--- src/rtl/tm1638_key_events.sv ---
// TM1638 key-scan post-processor: extracts 8 keys, debounces each across scans,
// and queues discrete press/release events in a small FIFO with valid/ready.
module tm1638_key_events #(
  parameter int IN_BYTES       = 4,
  parameter int DEBOUNCE_SCANS = 3,
  parameter int FIFO_DEPTH     = 8
) (
  input  logic                            clk,
  input  logic                            reset_n,
  input  logic                            scan_valid,
  input  logic [7:0]                      scan_data [IN_BYTES],
  output logic [7:0]                      key_state,
  output logic                            evt_valid,
  input  logic                            evt_ready,
  output logic [2:0]                      evt_key,
  output logic                            evt_pressed,
  output logic [$clog2(FIFO_DEPTH+1)-1:0] fifo_level,
  output logic                            evt_overflow,
  input  logic                            overflow_clear
);

  localparam int CW = $clog2(DEBOUNCE_SCANS + 1);
  localparam int LW = $clog2(FIFO_DEPTH + 1);
  localparam int PW = $clog2(FIFO_DEPTH);
  localparam logic [CW-1:0] CNT_LAST = CW'(DEBOUNCE_SCANS - 1);
  localparam logic [LW-1:0] LVL_FULL = LW'(FIFO_DEPTH);

  logic [7:0]    w_raw;
  logic          w_unused;
  logic [7:0]    w_diff;
  logic [7:0]    w_toggle;
  logic [2:0]    w_sel_idx;
  logic          w_push;
  logic          w_pop;
  logic [7:0]    w_push_mask;
  logic          w_ovf_set;
  logic [LW-1:0] w_level_nxt;
  logic [3:0]    w_head;

  logic [7:0]    r_key_state;
  logic [CW-1:0] r_cnt [8];
  logic [7:0]    r_pend;
  logic [7:0]    r_pol;
  logic [3:0]    r_mem [FIFO_DEPTH];
  logic [PW-1:0] r_wr;
  logic [PW-1:0] r_rd;
  logic [LW-1:0] r_level;
  logic          r_valid;
  logic          r_ovf;

  // Only bit 0 and bit 4 of the first four bytes carry keys.
  always_comb begin
    w_raw    = '0;
    w_unused = 1'b0;
    for (int i = 0; i < 4; i++) begin
      w_raw[i]     = scan_data[i][0];
      w_raw[4 + i] = scan_data[i][4];
      w_unused     = w_unused ^ (^scan_data[i][3:1]) ^ (^scan_data[i][7:5]);
    end
  end

  always_comb begin
    w_diff   = w_raw ^ r_key_state;
    w_toggle = '0;
    for (int k = 0; k < 8; k++)
      w_toggle[k] = scan_valid & w_diff[k] & (r_cnt[k] == CNT_LAST);
  end

  always_ff @(posedge clk or negedge reset_n) begin
    if (!reset_n) begin
      r_key_state <= '0;
      for (int k = 0; k < 8; k++) r_cnt[k] <= '0;
    end else if (scan_valid) begin
      for (int k = 0; k < 8; k++) begin
        if (!w_diff[k]) begin
          r_cnt[k] <= '0;
        end else if (r_cnt[k] == CNT_LAST) begin
          r_cnt[k]       <= '0;
          r_key_state[k] <= ~r_key_state[k];
        end else begin
          r_cnt[k] <= r_cnt[k] + CW'(1);
        end
      end
    end
  end

  // Lowest pending index wins; descending scan lets the last hit stick.
  always_comb begin
    w_sel_idx = '0;
    for (int k = 7; k >= 0; k--)
      if (r_pend[k]) w_sel_idx = 3'(k);
  end

  assign w_push      = (|r_pend) && (r_level != LVL_FULL);
  assign w_pop       = r_valid && evt_ready;
  assign w_push_mask = w_push ? (8'b1 << w_sel_idx) : 8'b0;
  assign w_ovf_set   = |(w_toggle & r_pend & ~w_push_mask);

  always_comb begin
    w_level_nxt = r_level;
    if (w_push && !w_pop)      w_level_nxt = r_level + LW'(1);
    else if (!w_push && w_pop) w_level_nxt = r_level - LW'(1);
  end

  always_ff @(posedge clk or negedge reset_n) begin
    if (!reset_n) begin
      r_pend  <= '0;
      r_pol   <= '0;
      r_wr    <= '0;
      r_rd    <= '0;
      r_level <= '0;
      r_valid <= 1'b0;
      r_ovf   <= 1'b0;
    end else begin
      r_pend  <= (r_pend & ~w_push_mask) | w_toggle;
      r_pol   <= (r_pol & ~w_toggle) | (~r_key_state & w_toggle);
      if (w_push) r_wr <= r_wr + PW'(1);
      if (w_pop)  r_rd <= r_rd + PW'(1);
      r_level <= w_level_nxt;
      r_valid <= (w_level_nxt != '0);
      if (w_ovf_set)           r_ovf <= 1'b1;
      else if (overflow_clear) r_ovf <= 1'b0;
    end
  end

  // Storage needs no reset: the head is masked whenever the FIFO is empty.
  always_ff @(posedge clk) begin
    if (w_push) r_mem[r_wr] <= {w_sel_idx, r_pol[w_sel_idx]};
  end

  assign w_head       = r_mem[r_rd];
  assign key_state    = r_key_state;
  assign evt_valid    = r_valid;
  assign evt_key      = r_valid ? w_head[3:1] : 3'b0;
  assign evt_pressed  = r_valid ? w_head[0] : 1'b0;
  assign fifo_level   = r_level;
  assign evt_overflow = r_ovf;

endmodule

--- config.mk ---
export PLATFORM = sky130hd
export DESIGN_NAME = tm1638_key_events
export DESIGN_NICKNAME = d
export VERILOG_FILES = /design/src/rtl/tm1638_key_events.sv
export SDC_FILE = /design/constraint.sdc
export NUM_CORES = 1
export LEC_CHECK = 0
export CAP_MARGIN = 20
export CORE_MARGIN = 3
export CORE_UTILIZATION = 40
export DETAILED_ROUTE_END_ITERATION = 12
export GPL_ROUTABILITY_DRIVEN = 0
export PLACE_DENSITY = 0.69
export SETUP_SLACK_MARGIN = 0.5
export SLEW_MARGIN = 20
export SYNTH_ARGS = -nofsm -noshare
export SYNTH_HDL_FRONTEND = slang
export SYNTH_SLANG_ARGS = --single-unit
--- constraint.sdc ---
create_clock -name clk -period 3.9 [get_ports clk]
set_clock_uncertainty 0.15 [all_clocks]
set_input_delay 0.78 -clock clk [delete_from_list [all_inputs] [get_ports clk]]
set_output_delay 0.78 -clock clk [all_outputs]
set_load 0.05 [all_outputs]
# Yosys cells after proc, flatten, opt, wreduce, memory -nomap -nowiden
# Memories as Yosys holds them, arrays and structs flattened.
# Cells that the tools add are included.
classes:
  n_addsub: 12
  div_mod_pow: 0
  magnitude_cmp: 1
  bitwise: 35
  eq_ne: 9
  mux: 35
  mul: 0
  n_reduce_logical: 18
  shifts: 1
op_table:
  columns: ["op", "count"]
  rows:
  - ["8-bit bitwise AND", 5]
  - ["2-bit 2-to-1 mux", 16]
  - ["3-bit 2-to-1 mux", 9]
  - ["8-bit inverter", 3]
  - ["3-bit AND reduction", 8]
  - ["2-bit by 1-bit adder with 2-bit output, second input constant", 8]
  - ["1-bit bitwise AND", 16]
  - ["2-bit == test, second input constant", 8]
  - ["8-bit OR", 2]
  - ["8-bit OR reduction", 2]
  - ["4-bit 2-to-1 mux", 2]
  - ["8-bit 2-to-1 mux", 1]
  - ["1-bit inverter", 8]
  - ["1-bit by 3-bit left shift with 8-bit output, first input constant", 1]
  - ["8-bit bitwise XOR", 1]
  - ["3-bit by 1-bit adder with 3-bit output, second input constant", 2]
  - ["1-bit 2-to-1 mux", 6]
  - ["4-bit by 1-bit adder with 4-bit output, second input constant", 1]
  - ["1-bit logical AND", 4]
  - ["3-bit by 4-bit < comparator with 1-bit output, second input constant", 1]
  - ["4-bit inequality test, second input constant", 1]
  - ["4-bit nonzero test", 1]
  - ["4-bit by 1-bit subtractor with 4-bit output, second input constant", 1]
  - ["1-bit binary-select mux with 3-bit select", 1]
  - ["2 further kinds", 3]
word_totals:
  ramBits: 32
  memories: 1
  mem_bits_ro: 0
  out_inout_bits: 18
  in_bits: 37
  reg_bits: 52
  latchBits: 0
memory_table:
  columns: ["memory", "words", "width", "rd", "rd_clocked_by_memory_dff", "wr", "line", "rtl"]
  rows:
  - ["r_mem", 8, 4, 1, 0, 1, "44", "logic [3:0] r_mem [FIFO_DEPTH];"]

# Depth between registers and ports, before layout
# Gate-level depths: netlist of the first run.
depth:
  depth_word: 14
  ltp_mapped: 9
  mapped_depth_nobuf: 7

# Worst setup path after synthesis of the first run
# No wires, ideal clock.
synth_path:
  path_kind: "register to register"
  start: "reg r_level[0], in the netlist fifo_level[0]"
  end: "mem r_mem[0][0], enable pin"
  path_buffers: 2
  required_ps: 3373
  t_arrival_ps: 2165
  period_less_slack_ps: 2692
  slack_ps: 1208
  setup_ps: 377
  path_stages_with_launch: 8
  cell_sequence: "dfrtp_1 inv_1 ha_1 and3b_1 buf_4 a21o_1 buf_4 nor4_1"
synth_via:
  elab_chain_cells: 4
synth_lines:
  columns: ["element", "line", "rtl"]
  rows:
  - ["from (decl)", "47", "logic [LW-1:0] r_level;"]
  - ["from (signal assigned)", "119", "r_level <= w_level_nxt;"]
  - ["4-bit inequality test", "94", "assign w_push = (|r_pend) && (r_level != LVL_FULL);"]
  - ["1-bit logical AND", "94", null]
  - ["1-bit 2-to-1 mux", "128", "if (w_push) r_mem[r_wr] <= {w_sel_idx, r_pol[w_sel_idx]};"]
  - ["1-bit 2-to-1 mux (not written as such)", "128", null]
  - ["to (decl)", "44", null]
# No other way between the ends.

# Worst setup path after layout of the first run
layout_path:
  start: "reg r_rd[0]"
  end: "out evt_key[0]"
layout_via:
  elab_chain_cells: 2
layout_lines:
  columns: ["element", "line", "rtl"]
  rows:
  - ["from (decl)", "46", "logic [PW-1:0] r_rd;"]
  - ["from (signal assigned)", "118", "if (w_pop) r_rd <= r_rd + PW'(1);"]
  - ["memory 8 x 4 bit", null, null]
  - ["3-bit 2-to-1 mux", "134", "assign evt_key = r_valid ? w_head[3:1] : 3'b0;"]
  - ["to (decl)", "15", "output logic [2:0] evt_key,"]
# No other way between the ends.

==> results.md, run 1 <==
* Compound-Gate Fraction of Synth Area at 8.67%
* Synth Area in Adders at 1.37%
* Worst Tran Pin Value at 0.994 ns
* Mux cell area share after synthesis at 10.0%
* Longest Clk Path Bufs at 2
* Pleak at 1.73 nW
* # clock sinks at 76
* Post-DP Area at 4040 um^2
* Die height at 102 um
* Power Dens Cells at 927 nW/um^2
* Fin crit period at 2.91 ns
* DR iter-0 viols at 120
* Mapped Cells at 308
* Slew Viols, Final at 0
* Final worst slack at 0.991 ns
* Routed Wire Length at 6660 um
* Top FF cell, synth: dfrtp_1
* Synth top area share at 30.0%
* RSZ-0062 raised after global routing: false
* Final setup fails at 0
* Input/output buffers at 30
* Area Overhead vs Synth at 15.8%
* Post-Synth Simple-Gate Area at 15.4%
* Die width at 102 um
* WHS at 0.394 ns
* ANT nets after route at 0
* Diodes inserted at 0
* DRC viols at 0
* Vias in the first global route at 2311
* CP Data Required Time at 2.97 ns
* Number of flops mapped to enable cells by yosys at 32
* Sequential area share after synthesis at 56.3%
* Fmax at 0.344 GHz
* Largest family of logic cells by synthesized area: simple AND/OR/NAND/NOR gates
* Final instance area at 4250 um^2
* Clock transition at path regs at 0.07 ns
* CTS buffer count at 9
* Starting Density at 41.6%
* Fin crit share at 74.6%
* FF+latch count, synth at 76
* Clk_lat worst skew at 0.34 ns
* Tot Pwr at 3.93 mW
* Maxcap violations at 0
* Top Ports at 55
* Average cell area after synthesis at 11.9 um^2
* Slowest CP cell: dfrtp_2
* Slew margin rel. at 33.7%
* Worst setup EP type: output pin
* Final hold violation count at 0
* DRT Pass-1 Iters at 4
* DP Worst Slack at 0.711 ns
* Largest net degree at the start of global routing at 45
* Total GRT Usage at 14.2%
* Vias at 2411
* Worst hold-check path type: flip-flop to flip-flop
* Post-synthesis net count at 349
* Netlist cell types at 54
* Area leader, netlist: dfrtp_1
* Drt wl/cell at 14.7 um
* Most common library cells after synthesis: dfrtp_1, nand2_1, edfxtp_1, nor2_1, inv_1
* Top post-synthesis cells by area: dfrtp_1, edfxtp_1, mux4_2
* Setup crit start kind: flip-flop
* Synthesized-area fraction occupied by xor and xnor cells at 4.54%
* Critical path type: flip-flop to output pin
* Synth Warn # at 0
* # rows at 34
* Htree depth at 3
* Max FO, Critical Path at 10
* Worst stage delay on the critical path at 0.57 ns
* TritonCTS clock tree: yes
* Grt total ovfl at 0
* Ys async rst share at 57.9%
* Layout cell share with drive strength beyond 1 at 14.5%
* Vias per cell at 5.33
* Core Box Area at 8810 um^2
* First-pass GRT wire length at 11300 um
* Top-count cell post-synth: dfrtp_1
* Critical-path cell list: mux4_2 -> mux2i_1 -> nor2b_1 -> dlymetal6s2s_1
* Setup TNS at 0 ns
* Max VDD drop at 0.443 mV
* Die area at 10300 um^2
* Clk root buf: clkbuf_8
* Initial antenna violation count at 0
* DP HPWL at 4780 um
* # nets final at 380
* Synth Cell Area at 3660 um^2
* WP data arrival at 1.98 ns
* Flop-to-flop setup slack at 1.13 ns
* Status: finished clean
placed cells by master (no fill, tap or decap), drive strengths merged, types with 3 or more instances in the layout:
master and instances:
or4 4, o22ai 5, nor2b 5, nor2 19, a31oi 3, buf 4, dlymetal6s2s 4, edfxtp 32
dfrtp 44, a221oi 3, clkbuf 11, clkdlybuf4s50 25, mux2i 4, ha 4, clkinv 3, nand2b 6
mux2 13, xnor2 10, and3b 4, nor4 3, a21oi 9, nor3 13, xor2 9, nand3 7
mux4 8, a21o 5, o21ai 9, inv 16, nand2 37
metrics by stage:
step	cells	util (%)
final	452	48.2
after detailed placement	436	45.9
after global routing	452	48.2
after floorplan	308	-
after CTS	452	48.1
after global placement	436	45.9
what timing repair did:
item	CTS	global route
gates resized for setup	1	4
hold buffers	0	0
endpoints found under the hold margin	0	0
setup buffers	0	0
cloned	0	0
setup endpoints to repair	4	4
final cells by class:
class | count | area [um^2]
sequential | 76 | 2060
inverter | 16 | 60.1
clock buffer | 11 | 141
multi-input combinational | 203 | 1470
clock inverter | 5 | 51.3
fill | 791 | 4560
timing repair buffer | 33 | 328
tap | 108 | 135
logic make-up (layout without fill, tap and decap cells):
logic type / after synthesis / count (layout)
XOR/XNOR: 19 / 19
AO/OA/AOI/OAI: 47 / 47
adder cells (fa/ha/maj): 4 / 4
buffers and inverters: 29 / 65
AND/OR/NAND/NOR: 108 / 108
multiplexers: 25 / 25
flip-flops: 76 / 76
path summary, 6_finish.rpt:
kind | from | end | cells past startpoint
max in group asynchronous | reset_n | r_rd[0] | 1
setup reg to reg | r_pend[0] | r_mem[5][0] | 5
setup / recovery | r_rd[0] | evt_key[0] | 4
hold reg to reg | key_state[3] | key_state[3] | 1
hold / removal | key_state[3] | key_state[3] | 1
min in group asynchronous | reset_n | r_cnt[12] | 1
report_power, final:
group          leakage (nW)  internal, mW  total (mW)  switching, mW
clock network        0.0967         0.309       0.586          0.277
registers             0.851          1.22        1.52          0.300
logic                 0.779         0.755        1.82           1.07
total                  1.73          2.29        3.93           1.65
flip-flops by register name, summed over array words and instances (netlist names):
signal and flops:
r_wr 3, key_state 8, r_mem 32, evt_overflow 1, r_pend 8, evt_valid 1, r_rd 3, fifo_level 4
r_cnt 16
per-layer routing:
layer  vias up  global-route usage [%]  wire length [um]  part of all wire, %
li1       1175                       -                 -                    -
met1      1158                    18.5              2930                   44
met2        62                    22.3              3180                   48
met3        16                    3.10               332                  5.0
met4         0                    7.26               210                  3.2
met5         -                       0                 0                    0
worst max-delay path, delay by kind of cell (launching register included):
kind,cells,cell delay [ns]
simple gates,1,0.06
mux,2,0.71
buf+inv,1,0.30
flops,1,0.57
(Power assumes the default switching activity.)
==> inputs of run 2 (changes only) <==
clock period = 3 ns   (was 3.9 ns; I/O delays follow)
==> run 2 against run 1 <==
Net effect:
- register-to-register slack worse by 0.49 ns
- routed wire length is 4.9% higher
- final area is 1.6% higher
- worst setup slack worse by 0.51 ns
- power is 34% higher
- global-route usage is 0.85 points higher
- sequential share of layout area is 0.72 points lower
- via count is 1.4% higher
- final cell count is 2.0% higher
- clock power is 26% higher
- utilization is 0.78 points higher
- worst hold slack worse by 0.21 ns
==> results.md, run 2 (same netlist as run 1, synthesis figures left out) <==
* Worst Path Buf+Inv at 2 (+1)
* # nets final at 389 (+2.4%)
* Maxcap violations at 0 (unchanged)
* Fmax at 0.398 GHz
* Final hold violation count at 0 (unchanged)
* DR iter-0 viols at 126 (+5.0%)
* Htree depth at 3 (unchanged)
* Grt total ovfl at 0 (unchanged)
* Layout cell share with drive strength beyond 1 at 19.3% (+4.7 points)
* Max reg flops at 32 (unchanged)
* Input/output buffers at 30 (unchanged)
* Commonest non-fill, non-tap cell in the layout: dfrtp_1
* Critical-path cell list: buf_4 -> mux4_2 -> mux2i_1 -> nor2b_1 -> buf_4
* Max FO, Critical Path at 4 (-6)
* Slew margin rel. at 60.6% (+27 points)
* CP Data Required Time at 2.25 ns (-0.72 ns)
* Max VDD drop at 0.570 mV (+28%)
* Status: finished clean
* Critical path type: flip-flop to output pin
* Worst stage delay on the critical path at 0.50 ns (-0.07 ns)
* Setup TNS at 0 ns (unchanged)
* WHS at 0.181 ns (-0.213 ns)
* Power Dens Cells at 1220 nW/um^2 (+32%)
* Top Ports at 55 (unchanged)
* DP HPWL at 5030 um (+5.4%)
* First-pass GRT wire length at 12000 um (+5.8%)
* Setup crit start kind: flip-flop
* Worst hold-check path type: primary input to asynchronous set/reset pin
* DRC viols at 0 (unchanged)
* Initial antenna violation count at 0 (unchanged)
* Fill count at 787 (-0.51%)
* Clk root buf: clkbuf_8
* CTS buffer count at 9 (unchanged)
* Pleak at 1.74 nW (+0.52%)
* Clk_lat worst skew at 0.34 ns (about the same)
* Largest net degree at the start of global routing at 45 (unchanged)
* Kind of cell adding the most delay to the critical path: multiplexers
* DRT Pass-1 Iters at 4 (unchanged)
* Final instance area at 4310 um^2 (+1.6%)
* Die area at 10300 um^2 (unchanged)
* Slowest CP cell: mux4_2
* Vias at 2444 (+1.4%)
* Diodes inserted at 0 (unchanged)
* Vias in the first global route at 2485 (+7.5%)
* Longest Clk Path Bufs at 2 (unchanged)
* Die width at 102 um (unchanged)
* Most frequent cells in the layout: dfrtp_1, nand2_1, edfxtp_1
* Stages on the worst setup path at 5 (+1)
* RSZ-0062 raised after global routing: true
* Total GRT Usage at 15.0% (+0.85 points)
* TritonCTS clock tree: yes
* Post-CTS Hold Buffers at 0 (unchanged)
* ANT nets after route at 0 (unchanged)
* Final setup fails at 0 (unchanged)
* Tot Pwr at 5.26 mW (+34%)
* Post-DP Area at 4100 um^2 (+1.5%)
* Fin crit share at 83.8%
* Core Box Area at 8810 um^2 (unchanged)
* # clock sinks at 76 (unchanged)
* Cell count of the worst reg-to-reg path at 7 (+2)
* Starting Density at 41.6% (unchanged)
* Drt wl/cell at 15.2 um (+2.8%)
* Routed Wire Length at 6990 um (+4.9%)
* Most flop-heavy register: r_mem
* WP data arrival at 1.77 ns (-0.21 ns)
* Clock transition at path regs at 0.08 ns (about the same)
* Worst Tran Pin Value at 0.586 ns (-0.408 ns)
* Final Util at 49.0% (+0.78 points)
* Fin crit period at 2.52 ns
* Most frequent CP cell: buf_4
* Worst setup EP type: output pin
* Area Overhead vs Synth at 17.7%
* Vias per cell at 5.30 (-0.61%)
* Die height at 102 um (unchanged)
* Slew Viols, Final at 0 (unchanged)
* # rows at 34 (unchanged)
* Largest registers: r_mem: 32 flops, r_cnt: 16 flops
-- run 2: cell count changes in the layout (fill, tap and decap cells not counted), moves of 2 or more --
cell,delta
nor3_2,+2
dfrtp_1,-2
dlymetal6s2s_1,-4
nor3_1,-2
buf_6,+3
dfrtp_2,+2
buf_4,+10
-- run 2: final timing paths --
path | slack [ns] | endpoint | startpoint
min reg2reg | 0.41 | r_cnt[11] | r_cnt[11]
max reg2reg | 0.64 | evt_overflow | fifo_level[0]
max | 0.48 | evt_key[0] | r_rd[0]
min in group clk | 0.41 | r_cnt[11] | r_cnt[11]
max in group asynchronous | 2.10 | fifo_level[1] | reset_n
min | 0.18 | r_cnt[10] | reset_n
-- run 2: stage by stage --
stage / worst slack [ns] / instances
2_1_floorplan: 0.582 / 308
3_3_place_gp: 0.493 / 444
3_5_place_dp: 0.500 / 444
4_1_cts: 0.449 / 461
5_1_grt: 0.389 / 461
6_report: 0.485 / 461
-- run 2: routing by layer --
metal  global-route usage (%)  up-vias  routed length, um  share of wire (%)
li1                         -     1195                  -                  -
met1                     19.5     1186               3110                 45
met2                     24.8       53               3480                 50
met3                     4.41       10                321                4.6
met4                     3.68        0                 77                1.1
met5                        0        -                  0                  0
-- run 2: repair_timing --
action / CTS / global route
setup buffers: 1 / 0
setup endpoints to repair: 4 / 12
gates cloned: 0 / 0
resized for setup: 4 / 2
-- run 2: cell type report --
cell class	count	area (um^2)	area share, %
multi-input cells	203	1480	34.4
inverters	16	60.1	1.39
well taps	108	135	3.13
repair buffers	42	387	8.96
flip-flops and latches	76	2070	47.9
clock inverters	6	56.3	1.31
clock buffers	10	128	2.96
-- run 2: power breakdown --
group | internal (mW) | switching, mW | leakage [nW]
clock | 0.377 | 0.361 | 0.0935
combinational | 1.09 | 1.48 | 0.794
sequential | 1.59 | 0.360 | 0.849
total | 3.06 | 2.20 | 1.74
==> inputs of run 3 (changes only) <==
clock period = 2.59 ns   (was 3 ns; I/O delays follow)
==> run 3 against run 2 <==
Net effect:
- routed wire length up 13%
- clock-buffer cell count did not move
- register-to-register slack got worse by 0.23 ns
- final cell count rose by 6.1%
- critical path type unchanged
- largest cell class unchanged
- sequential cell count stayed put
- utilization increased by 5.5 points
- first-iteration DRC count decreased by 45%
- global-route usage rose by 1.5 points
- die area is the same
- clock power is 18% higher
- power increased by 33%
- sequential share of layout area decreased by 4.6 points
==> results.md, run 3 (same netlist as run 1, synthesis figures left out) <==
* Status: finished clean
* Core Box Area at 8810 um^2 (unchanged)
* Worst stage delay on the critical path at 0.50 ns (about the same)
* Initial antenna violation count at 0 (unchanged)
* CTS buffer count at 9 (unchanged)
* Switch share at 42.4% (+0.53 points)
* Starting Density at 41.6% (unchanged)
* Diodes inserted at 0 (unchanged)
* Final setup fails at 0 (unchanged)
* Commonest non-fill, non-tap cell in the layout: nand2_1
* Comb pwr share at 54.8% (+6.0 points)
* # clock sinks at 76 (unchanged)
* Clk root buf: clkbuf_8
* DP Worst Slack at 0.178 ns (-0.322 ns)
* Slew Viols, Final at 0 (unchanged)
* Vias in the first global route at 2712 (+9.1%)
* Maxcap violations at 0 (unchanged)
* Critical path type: flip-flop to output pin
* Layout cell share with drive strength beyond 1 at 35.4% (+16 points)
* Setup crit start kind: flip-flop
* Htree depth at 3 (unchanged)
* CP Data Required Time at 1.92 ns (-0.33 ns)
* Most flop-heavy register: r_mem
* Fill count at 734 (-6.7%)
* # rows at 34 (unchanged)
* Max FO, Critical Path at 4 (unchanged)
* First-pass GRT wire length at 13000 um (+8.5%)
* Die height at 102 um (unchanged)
* DRT Pass-1 Iters at 4 (unchanged)
* Die width at 102 um (unchanged)
* Worst hold-check path type: flip-flop to flip-flop
* DP HPWL at 5240 um (+4.0%)
* Vias per cell at 5.34 (+0.75%)
* Worst setup EP type: output pin
* Cell count of the worst reg-to-reg path at 9 (+2)
* Clock transition at path regs at 0.08 ns (about the same)
* Input/output buffers at 30 (unchanged)
* Hold depth at 1
* Routed Wire Length at 7860 um (+13%)
* Largest registers: r_mem: 32 flops, r_cnt: 16 flops
* Largest net degree at the start of global routing at 32 (-29%)
* RSZ-0062 raised after global routing: true
* Clock power frac at 12.4% (-1.6 points)
* Slowest CP cell: mux4_2
* Sequential share of power at 32.8% (-4.3 points)
* Drt wl/cell at 16.1 um (+6.1%)
* Worst Tran Pin Value at 0.506 ns (-0.0806 ns)
* Power Dens Cells at 1460 nW/um^2 (+20%)
* TritonCTS clock tree: yes
* Fmax at 0.396 GHz
* Sw Pwr at 2.97 mW (+35%)
* Fin crit share at 97.6%
* Grt total ovfl at 0 (unchanged)
* # nets final at 417 (+7.2%)
* Slew margin rel. at 66.4% (+5.8 points)
* Clk_lat worst skew at 0.35 ns (about the same)
* Critical-path cell list: buf_12 -> buf_16 -> mux4_2 -> mux2i_2 -> nor2b_2 -> buf_6
* Fin crit period at 2.53 ns
* Pleak at 1.97 nW (+13%)
* Top Ports at 55 (unchanged)
* Total GRT Usage at 16.5% (+1.5 points)
* Max VDD drop at 0.674 mV (+18%)
* Die area at 10300 um^2 (unchanged)
* Internal power at 4.04 mW (+32%)
* Final hold violation count at 0 (unchanged)
* ANT nets after route at 0 (unchanged)
* Most frequent cells in the layout: nand2_1, dfrtp_1, buf_4, edfxtp_1, inv_1
* WP data arrival at 1.86 ns (+0.09 ns)
* Longest Clk Path Bufs at 2 (unchanged)
* Final worst slack at 0.0631 ns (-0.421 ns)
* DR iter-0 viols at 69 (-45%)
* Max reg flops at 32 (unchanged)
* Vias at 2612 (+6.9%)
* DRC viols at 0 (unchanged)
* Tot Pwr at 7.01 mW (+33%)
* Area Overhead vs Synth at 31.0%
==> run 3: changes by cell type in the layout (fill, tap and decap cells not counted), moves of 4 or more <==
cell	change
buf_4	+19
clkdlybuf4s50_1	-15
dlygate4sd2_1	+12
dfrtp_1	-8
dfrtp_2	+8
nor2_1	-5
nor2_4	+5
buf_6	+4
nor2b_1	-4
nor3_4	+4
==> run 3: area by class of cell <==
cell class                 instances  area, um^2  area share, %
clock buffer                      10         128           2.66
clock inverter                     6        56.3           1.17
inverter                          16        62.6           1.30
multi-input combinational        203        1700           35.5
sequential                        76        2080           43.2
tap                              108         135           2.81
timing repair buffer              70         639           13.3
==> run 3: worst paths after layout <==
check,end,slack (ns),start
max,evt_key[2],0.06,r_rd[0]
min,key_state[7],0.39,key_state[7]
max reg2reg,r_mem[6][0],0.41,r_pend[6]
min reg2reg,key_state[7],0.39,key_state[7]
max in group asynchronous,r_pend[4],1.09,reset_n
min in group asynchronous,r_cnt[10],0.45,reset_n
==> run 3: what timing repair did <==
| item | 4_1_cts | 5_1_grt |
|---|---|---|
| buffers inserted | 19 | 3 |
| endpoints found under the setup margin | 42 | 17 |
| cloned | 1 | 0 |
| hold buffers | 1 | 0 |
| resized for setup | 38 | 22 |
| pin swaps | 6 | 6 |
| endpoints found under the hold margin | 13 | 0 |
==> run 3: metal layers <==
metal | up-vias | GRT usage [%] | wire, um
li1 | 1255 | - | -
met1 | 1286 | 20.7 | 3400
met2 | 55 | 27.9 | 4040
met3 | 16 | 3.03 | 245
met4 | 0 | 7.26 | 182
met5 | - | 0 | 0
==> run 3: critical path, delay by kind of cell (launching register included) <==
kind / cells / cell delay (ns)
buf+inv: 3 / 0.36
simple gates: 1 / 0.06
flops: 1 / 0.41
mux: 2 / 0.68
==> run 3: power by group through the flow <==
stage	clock network (mW)	registers [mW]	logic [mW]
floorplan	0	2.50	2.13
global placement	0	2.29	3.09
detailed placement	0	2.32	3.16
CTS	0.886	2.28	3.64
global route	0.934	2.37	4.15
finish	0.869	2.30	3.84
==> run 3: per-stage QoR <==
stage,util (%),hold WS [ns],std cells,setup TNS (ns),area [um^2]
after floorplan,-,0.0724,308,0,3820
after global placement,48.5,0.279,449,0,4270
after detailed placement,48.5,0.286,449,0,4270
after CTS,53.5,0.397,486,0,4710
after global routing,54.5,0.437,489,-0.0104,4800
final,54.5,0.390,489,0,4800
